File: src/rtl/console_pkg.sv
// console_pkg: definitions shared by the console receive path.
//   rx_state_t      receive FSM state encoding
//   CONSOLE_*       reset divider, smallest usable divider, empty-read sentinel
//   clamp_div()     raises a programmed divider to the smallest usable value
package console_pkg;

  typedef enum logic [2:0] {
    RX_IDLE  = 3'd0,
    RX_START = 3'd1,
    RX_DATA  = 3'd2,
    RX_STOP  = 3'd3,
    RX_BREAK = 3'd4
  } rx_state_t;

  localparam logic [31:0] CONSOLE_DEFAULT_DIV = 32'd53333;
  localparam logic [31:0] CONSOLE_MIN_DIV     = 32'd4;
  localparam logic [31:0] CONSOLE_EMPTY       = 32'hFFFF_FFFF;

  function automatic logic [31:0] clamp_div(input logic [31:0] div, input logic [31:0] min_div);
    logic [31:0] res;
    if (div < min_div) begin
      res = min_div;
    end else begin
      res = div;
    end
    return res;
  endfunction

endpackage

File: src/rtl/console_byte_fifo.sv
// console_byte_fifo: circular byte buffer.
//   clk, resetn   clock, synchronous active-low reset
//   push, din     write request and byte
//   pop           read request (ignored when empty)
//   head          byte at the read pointer
//   empty, full   fill status
//   dropped       a push was refused because the buffer was full and not popping
module console_byte_fifo #(
  parameter int DEPTH = 4
) (
  input  logic       clk,
  input  logic       resetn,
  input  logic       push,
  input  logic [7:0] din,
  input  logic       pop,
  output logic [7:0] head,
  output logic       empty,
  output logic       full,
  output logic       dropped
);

  localparam int PTR_W = (DEPTH > 1) ? $clog2(DEPTH) : 1;
  localparam int CNT_W = PTR_W + 1;

  logic [7:0]       mem [DEPTH];
  logic [PTR_W-1:0] wr_ptr;
  logic [PTR_W-1:0] rd_ptr;
  logic [CNT_W-1:0] count;
  logic             do_push;
  logic             do_pop;

  assign empty = (count == CNT_W'(0));
  assign full  = (count == CNT_W'(DEPTH));
  assign head  = mem[rd_ptr];

  // A pop frees a slot in the same cycle, so a full buffer still accepts a push alongside it.
  always_comb begin
    do_pop  = pop & ~empty;
    do_push = push & (~full | do_pop);
    dropped = push & ~do_push;
  end

  // Storage array; contents are don't-care until written.
  always_ff @(posedge clk) begin
    if (do_push) begin
      mem[wr_ptr] <= din;
    end
  end

  // Pointer and occupancy bookkeeping; pointers wrap naturally as DEPTH is a power of two.
  always_ff @(posedge clk) begin
    if (!resetn) begin
      wr_ptr <= PTR_W'(0);
      rd_ptr <= PTR_W'(0);
      count  <= CNT_W'(0);
    end else begin
      if (do_push) wr_ptr <= wr_ptr + PTR_W'(1);
      if (do_pop)  rd_ptr <= rd_ptr + PTR_W'(1);
      case ({do_push, do_pop})
        2'b10:   count <= count + CNT_W'(1);
        2'b01:   count <= count - CNT_W'(1);
        default: count <= count;
      endcase
    end
  end

endmodule

File: src/rtl/console_rx_fifo.sv
// console_rx_fifo: 8N1 serial receiver with a small receive buffer.
//   clk, resetn     clock, synchronous active-low reset
//   ser_rx          asynchronous serial line, idle high
//   reg_div_we/di   byte-lane writes to the clocks-per-bit divider
//   reg_div_do      divider register readback
//   reg_dat_re      pop strobe for the buffered head byte
//   reg_dat_do      {24'h0, head} or all-ones when nothing is buffered
//   rx_valid        buffer non-empty
//   rx_overrun      sticky: a received byte was dropped (buffer full)
//   rx_frame_err    sticky: a stop bit was sampled low
module console_rx_fifo
  import console_pkg::*;
#(
  parameter int          FIFO_DEPTH  = 4,
  parameter logic [31:0] DEFAULT_DIV = CONSOLE_DEFAULT_DIV,
  parameter logic [31:0] MIN_DIV     = CONSOLE_MIN_DIV
) (
  input  logic        clk,
  input  logic        resetn,
  input  logic        ser_rx,
  input  logic [3:0]  reg_div_we,
  input  logic [31:0] reg_div_di,
  output logic [31:0] reg_div_do,
  input  logic        reg_dat_re,
  output logic [31:0] reg_dat_do,
  output logic        rx_valid,
  output logic        rx_overrun,
  output logic        rx_frame_err
);

  logic        rx_meta;
  logic        rx_s;
  logic        rx_prev;
  logic [31:0] div_reg;
  logic [31:0] eff_div;
  logic [31:0] bit_div;
  logic [31:0] cnt;
  logic [2:0]  bit_idx;
  logic [7:0]  shreg;
  rx_state_t   state;
  logic        tick;
  logic        push;
  logic [7:0]  head;
  logic        empty;
  logic        full;
  logic        dropped;

  // Two-flop synchroniser plus one history flop for falling-edge detection.
  always_ff @(posedge clk) begin
    if (!resetn) begin
      rx_meta <= 1'b1;
      rx_s    <= 1'b1;
      rx_prev <= 1'b1;
    end else begin
      rx_meta <= ser_rx;
      rx_s    <= rx_meta;
      rx_prev <= rx_s;
    end
  end

  // Divider register with independent byte-lane writes.
  always_ff @(posedge clk) begin
    if (!resetn) begin
      div_reg <= DEFAULT_DIV;
    end else begin
      for (int i = 0; i < 4; i++) begin
        if (reg_div_we[i]) div_reg[8*i +: 8] <= reg_div_di[8*i +: 8];
      end
    end
  end

  // Counter expiry and the push request raised by a good stop bit on the sampling edge.
  always_comb begin
    eff_div = clamp_div(div_reg, MIN_DIV);
    tick    = (cnt <= 32'd1);
    push    = (state == RX_STOP) & tick & rx_s;
  end

  // Receive FSM: the counter reaches 1 on each sampling edge, half a bit in for the start bit.
  always_ff @(posedge clk) begin
    if (!resetn) begin
      state        <= RX_IDLE;
      bit_div      <= DEFAULT_DIV;
      cnt          <= 32'd0;
      bit_idx      <= 3'd0;
      shreg        <= 8'd0;
      rx_frame_err <= 1'b0;
    end else begin
      case (state)
        RX_IDLE: begin
          if (!rx_s && rx_prev) begin
            state   <= RX_START;
            bit_div <= eff_div;
            cnt     <= eff_div >> 1;
          end
        end
        RX_START: begin
          if (tick) begin
            if (!rx_s) begin
              state   <= RX_DATA;
              bit_idx <= 3'd0;
              cnt     <= bit_div;
            end else begin
              state <= RX_IDLE;
            end
          end else begin
            cnt <= cnt - 32'd1;
          end
        end
        RX_DATA: begin
          if (tick) begin
            shreg <= {rx_s, shreg[7:1]};
            cnt   <= bit_div;
            if (bit_idx == 3'd7) begin
              state <= RX_STOP;
            end else begin
              bit_idx <= bit_idx + 3'd1;
            end
          end else begin
            cnt <= cnt - 32'd1;
          end
        end
        RX_STOP: begin
          if (tick) begin
            if (rx_s) begin
              state <= RX_IDLE;
            end else begin
              rx_frame_err <= 1'b1;
              state        <= RX_BREAK;
            end
          end else begin
            cnt <= cnt - 32'd1;
          end
        end
        RX_BREAK: begin
          // A line held low must rise before a new start bit can be recognised.
          if (rx_s) state <= RX_IDLE;
        end
        default: state <= RX_IDLE;
      endcase
    end
  end

  // Sticky overrun flag, cleared only by reset.
  always_ff @(posedge clk) begin
    if (!resetn) begin
      rx_overrun <= 1'b0;
    end else if (dropped) begin
      rx_overrun <= 1'b1;
    end
  end

  console_byte_fifo #(.DEPTH(FIFO_DEPTH)) u_fifo (
    .clk     (clk),
    .resetn  (resetn),
    .push    (push),
    .din     (shreg),
    .pop     (reg_dat_re),
    .head    (head),
    .empty   (empty),
    .full    (full),
    .dropped (dropped)
  );

  assign reg_div_do = div_reg;
  assign rx_valid   = ~empty;
  assign reg_dat_do = empty ? CONSOLE_EMPTY : {24'h0, head};

endmodule

File: config.mk
export PLATFORM = sky130hd
export DESIGN_NAME = console_rx_fifo
export DESIGN_NICKNAME = d
export VERILOG_FILES = /design/src/rtl/console_pkg.sv /design/src/rtl/console_byte_fifo.sv /design/src/rtl/console_rx_fifo.sv
export SDC_FILE = /design/constraint.sdc
export NUM_CORES = 1
export LEC_CHECK = 0
export ABC_AREA = 1
export CORE_MARGIN = 3
export CORE_UTILIZATION = 35
export CTS_BUF_LIST = sky130_fd_sc_hd__clkbuf_8
export DETAILED_ROUTE_END_ITERATION = 12
export SKIP_CTS_REPAIR_TIMING = 1
export SYNTH_ARGS = -nofsm -noshare
export SYNTH_HDL_FRONTEND = slang
export SYNTH_SLANG_ARGS = --single-unit
File: constraint.sdc
create_clock -name clk -period 3.45 [get_ports clk]
set_input_delay 0.69 -clock clk [delete_from_list [all_inputs] [get_ports clk]]
set_output_delay 0.69 -clock clk [all_outputs]
set_load 0.01 [all_outputs]
=== Word-level counts from Yosys, hierarchy flattened ===
Memories as Yosys holds them, arrays and structs flattened. A register that Yosys moved wholly into a read port is not among the register bits.
Index checks and enable logic that the tools add are counted.

* Bits in registers: 122
* RAM bits: 32
* Bits of input ports: 40
* Logic and storage cells: 94
* Memories: 1

* $add $sub $neg: 6
* $lt $le $gt $ge: 2
* Equal/unequal tests: 18
* Muxes and demuxes: 27
* Bitwise logic cells: 10
* Reduce and logical (&&, ||, !) cells: 13

{| class="wikitable"
|+ Memories
! memory !! depth !! width !! read ports !! clocked after memory_dff !! write ports !! line !! text
|-
| u_fifo.mem || 4 || 8 || 1 || 1 || 1 || console_byte_fifo.sv:25 || <nowiki>logic [7:0] mem [DEPTH];</nowiki>
|}

{| class="wikitable"
|+ Operators by type and width
! cell !! count
|-
| 2-to-1 mux 32 bit || 7
|-
| case mux 32 bit (4 select lines) || 1
|-
| 2-to-1 mux 3 bit || 11
|-
| less-or-equal comparator 32 x 1 -> 1 bit (second input constant) || 1
|-
| less-than comparator 32 x 3 -> 1 bit (second input constant) || 1
|-
| subtractor 32 x 1 -> 32 bit (second input constant) || 1
|-
| != test 2 bit (second input constant) || 9
|-
| case mux 3 bit (5 select lines) || 1
|-
| case mux 3 bit (2 select lines) || 2
|-
| == test 3 bit (second input constant) || 3
|-
| adder 3 x 1 -> 3 bit (second input constant) || 2
|-
| == test 3 x 2 -> 1 bit (second input constant) || 2
|-
| logical NOT 3 bit || 2
|-
| 2-to-1 mux 2 bit || 3
|-
| AND reduction 6 bit || 1
|-
| AND 1 bit || 5
|-
| AND reduction 5 bit || 1
|-
| adder 2 x 1 -> 2 bit (second input constant) || 2
|-
| NOT 1 bit || 4
|-
| AND reduction 2 bit || 2
|-
| AND reduction 4 bit || 1
|-
| nonzero test 2 bit || 2
|-
| nonzero test 4 bit || 1
|-
| == test 3 x 1 -> 1 bit (second input constant) || 1
|-
| other kinds (9) || 10
|}

=== Depth between registers and ports, before layout ===
Gate-level depths: netlist of the first run.

* Depth in word-level cells: 7
* Gate-level depth with buffers: 17
* Depth with buffers taken out: 16

=== Modules after synthesis ===
Synthesis of the first run repeated with hierarchy kept, for this count alone.

* Cell total of the unflattened synthesis: 1,041
* Area total of the unflattened synthesis: 7,826.3 µm²

{| class="wikitable"
|+ By module, submodules not included
! module !! instances !! cells each !! area an instance (µm²) !! sequential area each (µm²)
|-
| console_rx_fifo || 1 || 889 || 6,112.1 || 2,302.2
|-
| console_byte_fifo || 1 || 152 || 1,714.1 || 1,141.1
|}

=== Worst setup path before layout of the first run ===
OpenSTA, ideal clock, no wires.

* Path type: register to register
* Start: register cnt[0]
* End: memory u_fifo.mem[0][0], enable pin
* Arrival: 1.858 ns
* Required time: 3.079 ns
* Path slack: 1.222 ns
* Cell stages (with the launch flop): 13
* Path buffers: 0
* Period minus slack after synthesis: 2.228 ns
* Cells stage by stage: dfxtp_1 -> inv_1 -> ha_1 -> inv_2 -> nand2_1 -> nand2_1 -> nor2_1 -> nand2_1 -> nor2_4 -> nand4_1 -> nor2_2 -> inv_1 -> nor2_1

* Longest elaborated chain between the ends: 6

{| class="wikitable"
|+ RTL lines
! element !! line !! text
|-
| start: declaration || console_rx_fifo.sv:37 || <nowiki>logic [31:0] cnt;</nowiki>
|-
| start signal: assignment || console_rx_fifo.sv:94 || <nowiki>cnt <= eff_div >> 1;</nowiki>
|-
| start signal: assignment || console_rx_fifo.sv:102 || <nowiki>cnt <= bit_div;</nowiki>
|-
| start signal: assignment || console_rx_fifo.sv:107 || <nowiki>cnt <= cnt - 32'd1;</nowiki>
|-
| less-or-equal comparator 32 x 1 -> 1 bit || console_rx_fifo.sv:75 || <nowiki>tick = (cnt <= 32'd1);</nowiki>
|-
| AND 1 bit (2 in a row) || console_rx_fifo.sv:76 || <nowiki>push = (state == RX_STOP) & tick & rx_s;</nowiki>
|-
| AND 1 bit || console_byte_fifo.sv:39 || <nowiki>do_push = push & (~full | do_pop);</nowiki>
|-
| 2-to-1 mux 1 bit || console_byte_fifo.sv:45 || <nowiki>if (do_push) begin</nowiki>
|-
| 2-to-1 mux 1 bit (implied by the code) || console_byte_fifo.sv:46 || <nowiki>mem[wr_ptr] <= din;</nowiki>
|-
| end: declaration || console_byte_fifo.sv:25 ||
|}

No other way between the ends.

=== Worst setup path after layout of the first run ===
* Start: register u_fifo.count[0]
* End: output port reg_dat_do[21]

* Longest elaborated chain between the ends: 2

{| class="wikitable"
|+ RTL lines
! element !! line !! text
|-
| start: declaration || console_byte_fifo.sv:28 || <nowiki>logic [CNT_W-1:0] count;</nowiki>
|-
| start signal: assignment || console_byte_fifo.sv:60 || <nowiki>2'b10: count <= count + CNT_W'(1);</nowiki>
|-
| start signal: assignment || console_byte_fifo.sv:61 || <nowiki>2'b01: count <= count - CNT_W'(1);</nowiki>
|-
| start signal: assignment || console_byte_fifo.sv:62 || <nowiki>default: count <= count;</nowiki>
|-
| logical NOT 3 bit || console_byte_fifo.sv:32 || <nowiki>assign empty = (count == CNT_W'(0));</nowiki>
|-
| 2-to-1 mux 32 bit || console_rx_fifo.sv:167 || <nowiki>assign reg_dat_do = empty ? CONSOLE_EMPTY : {24'h0, head};</nowiki>
|-
| end: declaration || console_rx_fifo.sv:25 || <nowiki>output logic [31:0] reg_dat_do,</nowiki>
|}

No other way between the ends.

==> results of run 1 <==
-- synthesized netlist by cell type, types with 5 or more instances --
cell type  count  area share
a21oi_1       79       0.049
a21oi_2        5      0.0054
buf_2          5      0.0031
buf_4         25       0.023
buf_6          9       0.013
clkbuf_1      26       0.012
dfxtp_1      124        0.31
edfxtp_1      32        0.12
ha_1           8       0.012
inv_1        118       0.055
inv_2         11      0.0051
mux2i_1        8       0.010
nand2_1      186       0.087
nand2_2        9      0.0070
nand3_1       57       0.035
nand4_1       11      0.0086
nor2_1       120       0.056
nor2_2         9      0.0070
nor2_4         6      0.0084
nor3_1        14      0.0087
o211ai_1      17       0.016
o211ai_2       8       0.012
o21ai_0       94       0.059
o21ai_1       34       0.021
o21ai_2        9      0.0098
or2_0          5      0.0039
or2_2          5      0.0039
xor2_1         9      0.0098
-- layout make-up --
class                           instances  area (um2)
Inverter                              130         488
Tap cell                              280         350
Multi-Input combinational cell        716        3680
Clock inverter                         14         191
Clock buffer                           18         248
Timing Repair Buffer                  116        1130
Fill cell                            2338       12600
Sequential cell                       156        3440
-- cells in the final DEF (no fill, tap or decap), types with 18 or more instances in the layout --
master             n
nand2_1          186
dfxtp_1          124
nor2_1           120
inv_1            118
clkdlybuf4s50_1  105
o21ai_0           94
a21oi_1           79
nand3_1           57
o21ai_1           34
edfxtp_1          32
clkbuf_8          18
-- how the worst min path moves through the flow --
stage          depth (start not counted)     from    to
6_report                               1  rx_meta  rx_s
5_1_grt                                1  rx_meta  rx_s
4_1_cts                                1  rx_meta  rx_s
3_5_place_dp                           1  rx_meta  rx_s
3_3_place_gp                           1  rx_meta  rx_s
2_1_floorplan                          1  rx_meta  rx_s
-- cell families (layout without fill, tap and decap cells) --
kind of cell,Yosys count,count (layout),share of synthesized area
multiplexers,8,8,0.00996
XOR/XNOR,12,12,0.0131
adder cells (fa/ha/maj),9,9,0.0149
buffers and inverters,198,278,0.113
flip-flops,156,156,0.428
AO/OA/AOI/OAI,254,254,0.179
AND/OR/NAND/NOR,433,433,0.241
-- through the flow --
step                 util  setup slack [ns]  area, um2  cells  total power, mW
floorplan               -              1.22       8040   1070             5.67
global placement    0.410             0.881       9100   1398             6.64
detailed placement  0.410             0.848       9100   1398             6.66
CTS                 0.430             0.325       9540   1430             8.20
global route        0.430             0.166       9540   1430             8.82
finish              0.430             0.412       9540   1430             8.16
-- power by group through the flow --
stage	Combinational, mW	Clock (mW)	Sequential [mW]
after floorplan	3.31	0	2.36
after global placement	4.18	0	2.46
after detailed placement	4.20	0	2.46
after CTS	4.22	1.56	2.42
after global routing	4.71	1.64	2.47
final	4.20	1.53	2.42
-- layer usage --
layer	up-vias	global-route usage	share of wire
met5	-	0	0
met3	33	0.0324	0.049
met1	3259	0.220	0.45
met2	182	0.296	0.48
li1	3626	-	-
met4	0	0.0628	0.026
-- state kept, by name, summed over array words and instances (netlist names), 3 cells and up, named ones only --
signal        cells
bit_div          32
cnt              32
reg_div_do       32
u_fifo.mem       32
shreg             8
bit_idx           3
state             3
u_fifo.count      3
==> reports/results.tsv, run 1 <==
stage	metric	value	unit
power_and_ir_drop	PwrDens	856	nW/um2
power_and_ir_drop	Reg power frac	0.297	
placement	DP HPWL	15400	um
power_and_ir_drop	Clk pwr share	0.188	
yosys	sequential element share of the synthesized area	0.428	
yosys	Post-Syn Area per Cell	7.51	um2
worst_setup_path	Data required, critical path	2.76	ns
worst_setup_path	R2R setup slack	0.86	ns
sta	Final Skew	0.0127	ns
clock_tree	H-Tree Depth	4	
finish	Synth-to-Final Area Change	18.6	%
clock_tree	clock buffer depth	2	
clock_tree	CTS clk-pin slew, worst paths	0.09	ns
yosys	mapped cell area	8040	um2
detailed_routing	DRC viols	0	
finish	Final nets	1186	
worst_setup_path	critical path type	reg -> out	
yosys	top_reg_cell synth	dfxtp_1	
clock_tree	worst-skew pair later-pin latency	0.46	ns
worst_setup_path	CP Capture Type	primary output	
sta	RSZ-0062 raised after global routing	no	
global_route	largest net degree at the start of global routing	103	
finish	layout cells sized above 1	0.0957	
worst_hold_path	HP Class	reg -> reg	
sta	Worst Tran Pin Value	0.979	ns
yosys	synth warn	0	
power_and_ir_drop	Comb pwr share	0.515	
clock_tree	Root Driver	clkbuf_8	
detailed_routing	Via density	4.97	
sta	setup_tns	0	ns
placement	RD Place Congestion	0.949	
worst_setup_path	CP endpoint	reg_dat_do[21]	
die	num ports	107	
yosys	number of synthesized register bits	156	
worst_setup_path	R2R Path End	u_fifo.mem[3][5]	
global_route	global-route wire length before repair	34000	um
global_route	antenna violations before repair	0	
sta	final hold vios	0	
global_route	GRT overflow	0	
yosys	Post-synth EDFFs	32	
sta	f_max	329	MHz
detailed_routing	DR iter-0 viols	467	
die	Die W	158	um
worst_setup_path	Startpoint Class	flop	
worst_setup_path	Data arrival, critical path	2.35	ns
sta	post-layout minimum cycle time	3.04	ns
sta	# setup viols final	0	
power_and_ir_drop	Int Power	4.58	mW
die	row cnt	54	
worst_setup_path	CP Depth	4	
global_route	vias in the first global route	6583	
power_and_ir_drop	leak pwr	3.96	nW
worst_setup_path	worst-path maximum fanout	25	
die	Die ar.	24800	um2
sta	final worst-path cycle share	0.881	
sta	worst hold slack	0.419	ns
detailed_routing	Avg WL per Cell	14.9	um
yosys	Synth Net Count	1119	
worst_setup_path	CP Cell Sequence	nor2_1 > nand2_1 > inv_1 > clkdlybuf4s50_1	
worst_setup_path	CP peak stage delay	0.66	ns
power_and_ir_drop	Psw	3.58	mW
yosys	Post-synth ARST share	0	
sta	max_slew headroom	0.347	
worst_setup_path	Worst path slowest cell	clkdlybuf4s50_1	
clock_tree	CTS tree	built	
placement	I/O Buffers	106	
die	initial core utilization	0.363	
worst_setup_path	r2r startpoint	cnt[0]	
worst_setup_path	WP buf/inv	2	
die	Die Y	158	um
worst_setup_path	r2r worst-path depth	12	
worst_setup_path	crit path from	u_fifo.count[0]	
clock_tree	clk sink count	156	
clock_tree	Inserted Clock Buffers	17	
detailed_routing	final WL	21300	um
detailed_routing	ANT nets after route	0	
global_route	GR Util All Layers	0.174	
detailed_routing	DR vias	7100	
sta	max-slew violation count	0	
flow_run	MaxCap Viol Count	0	
yosys	Yosys cell types	46	
die	core area	22200	um2
detailed_routing	drt pass-1 iters	6	
status	status	finished clean	
yosys	Mapped Cells	1070	
power_and_ir_drop	Max VDD drop	434	uV
power_and_ir_drop	Switching Fraction	0.439	
finish	Ant. Diodes	0	
worst_setup_path	Top delay family on crit path	buffers and inverters	
(Power assumes the default switching activity.)
==> run 2, diff against run 1 <==
--- a/config.mk
+++ b/config.mk
@@ -6,6 +6,7 @@
 export NUM_CORES = 1
 export LEC_CHECK = 0
 export ABC_AREA = 1
+export CORE_ASPECT_RATIO = 1.25
 export CORE_MARGIN = 3
 export CORE_UTILIZATION = 35
 export CTS_BUF_LIST = sky130_fd_sc_hd__clkbuf_8
@@ -13,4 +14,5 @@
 export SKIP_CTS_REPAIR_TIMING = 1
 export SYNTH_ARGS = -nofsm -noshare
 export SYNTH_HDL_FRONTEND = slang
+export SYNTH_HIERARCHICAL = 1
 export SYNTH_SLANG_ARGS = --single-unit
==> reports/results.tsv, run 2 <==
stage	metric	value	unit
detailed_routing	DR iter-0 viols	390	
global_route	largest net degree at the start of global routing	101	
worst_setup_path	CP Cell Sequence	nor2_2 > nand2_2 > inv_1 > or2_2 > clkdlybuf4s50_1	
detailed_routing	ANT nets after route	0	
finish	Final Cell Area	9280	um2
sta	post-layout minimum cycle time	3.06	ns
sta	Worst Tran Pin Value	0.985	ns
worst_setup_path	CP peak stage delay	0.55	ns
worst_setup_path	Startpoint Class	flop	
worst_setup_path	Data required, critical path	2.76	ns
power_and_ir_drop	total power	5.32	mW
yosys	mapped cell area	7820	um2
placement	Area after DPL	8860	um2
finish	commonest non-fill, non-tap cells in the layout	nor2_1 (162), nand2_1 (134), dfxtp_1 (124)	
clock_tree	Root Driver	clkbuf_8	
clock_tree	clk sink count	156	
yosys	Mapped Cells	1040	
sta	max-slew violation count	0	
yosys	Post-Syn Area per Cell	7.52	um2
sta	final worst-path cycle share	0.886	
die	initial core utilization	0.359	
power_and_ir_drop	Max VDD drop	295	uV
die	Die ar.	24200	um2
die	num ports	107	
placement	DP HPWL	14600	um
worst_setup_path	worst-path maximum fanout	33	
finish	layout cells sized above 1	0.0794	
sta	worst hold slack	0.429	ns
detailed_routing	DR vias	6766	
detailed_routing	final WL	20200	um
worst_setup_path	Data arrival, critical path	2.37	ns
sta	final worst setup slack	0.394	ns
global_route	global-route wire length before repair	32600	um
power_and_ir_drop	leak pwr	3.69	nW
worst_hold_path	HP Class	reg -> reg	
finish	Final Non-Filler Cells	1400	
global_route	GR Util All Layers	0.165	
sta	f_max	327	MHz
die	Die Y	173	um
placement	cell count after placement	1368	
global_route	vias in the first global route	6531	
detailed_routing	Via density	4.83	
sta	RSZ-0062 raised after global routing	no	
worst_setup_path	Worst path slowest cell	inv_1	
global_route	antenna violations before repair	0	
die	Die W	140	um
status	status	finished clean	
sta	max_slew headroom	0.343	
die	core area	21800	um2
worst_setup_path	CP Capture Type	primary output	
clock_tree	Inserted Clock Buffers	17	
detailed_routing	Avg WL per Cell	14.4	um
placement	Placement Setup Slack	0.440	ns
clock_tree	CTS clk-pin slew, worst paths	0.09	ns
finish	Synth-to-Final Area Change	18.7	%
detailed_routing	drt pass-1 iters	4	
yosys	synth warn	6	
sta	# setup viols final	0	
finish	most common cell after layout, fill and taps aside	nor2_1	
power_and_ir_drop	PwrDens	573	nW/um2
finish	Ant. Diodes	0	
placement	I/O Buffers	106	
flow_run	MaxCap Viol Count	0	
global_route	GRT overflow	0	
finish	Final nets	1158	
clock_tree	H-Tree Depth	4	
yosys	Synth Net Count	1090	
die	row cnt	60	
sta	final hold vios	0	
clock_tree	worst-skew pair later-pin latency	0.46	ns
sta	setup_tns	0	ns
detailed_routing	DRC viols	0	
clock_tree	clock buffer depth	2	
clock_tree	CTS tree	built	
placement	RD Place Congestion	0.901	
worst_setup_path	critical path type	reg -> out	
finish	final core utilization	0.426	
sta	Final Skew	0.0149	ns
==> run 2: layout make-up <==
cell class,instances,area [um2]
fillers,2222,12500
multi-input cells,695,3500
flip-flops and latches,156,3440
repair buffers,110,1090
inverters,128,483
well taps,279,349
clock buffers,17,234
clock inverters,15,184
==> run 2: critical path: cells and delay by family, from the launching register on <==
kind                   cells  cell delay [ns]
buffers and inverters      2             1.08
flip-flops                 1             0.34
AND/OR/NAND/NOR            3             0.47
==> run 2: power by group <==
group / leakage (nW) / total [mW] / switching, mW / internal, mW
Combinational: 2.22 / 1.76 / 1.08 / 0.681
Sequential: 1.27 / 2.13 / 0.136 / 1.99
Clock: 0.198 / 1.43 / 0.760 / 0.668
Total: 3.69 / 5.32 / 1.98 / 3.34
==> run 2: worst paths after layout <==
check / slack (ns) / cells past startpoint / from / end
min reg2reg: 0.43 / 1 / rx_meta / rx_s
min: 0.43 / 1 / rx_meta / rx_s
max reg2reg: 0.42 / 16 / cnt[0] / u_fifo/count[2]
max: 0.39 / 5 / u_fifo/count[1] / reg_dat_do[3]
==> run 2: routing by layer <==
layer  track usage  up-vias  wire [um]
met5             0        -          0
met4        0.0545        0        362
met1         0.187     3074       8370
met2         0.309      165      10600
li1              -     3506          -
met3        0.0299       21        817
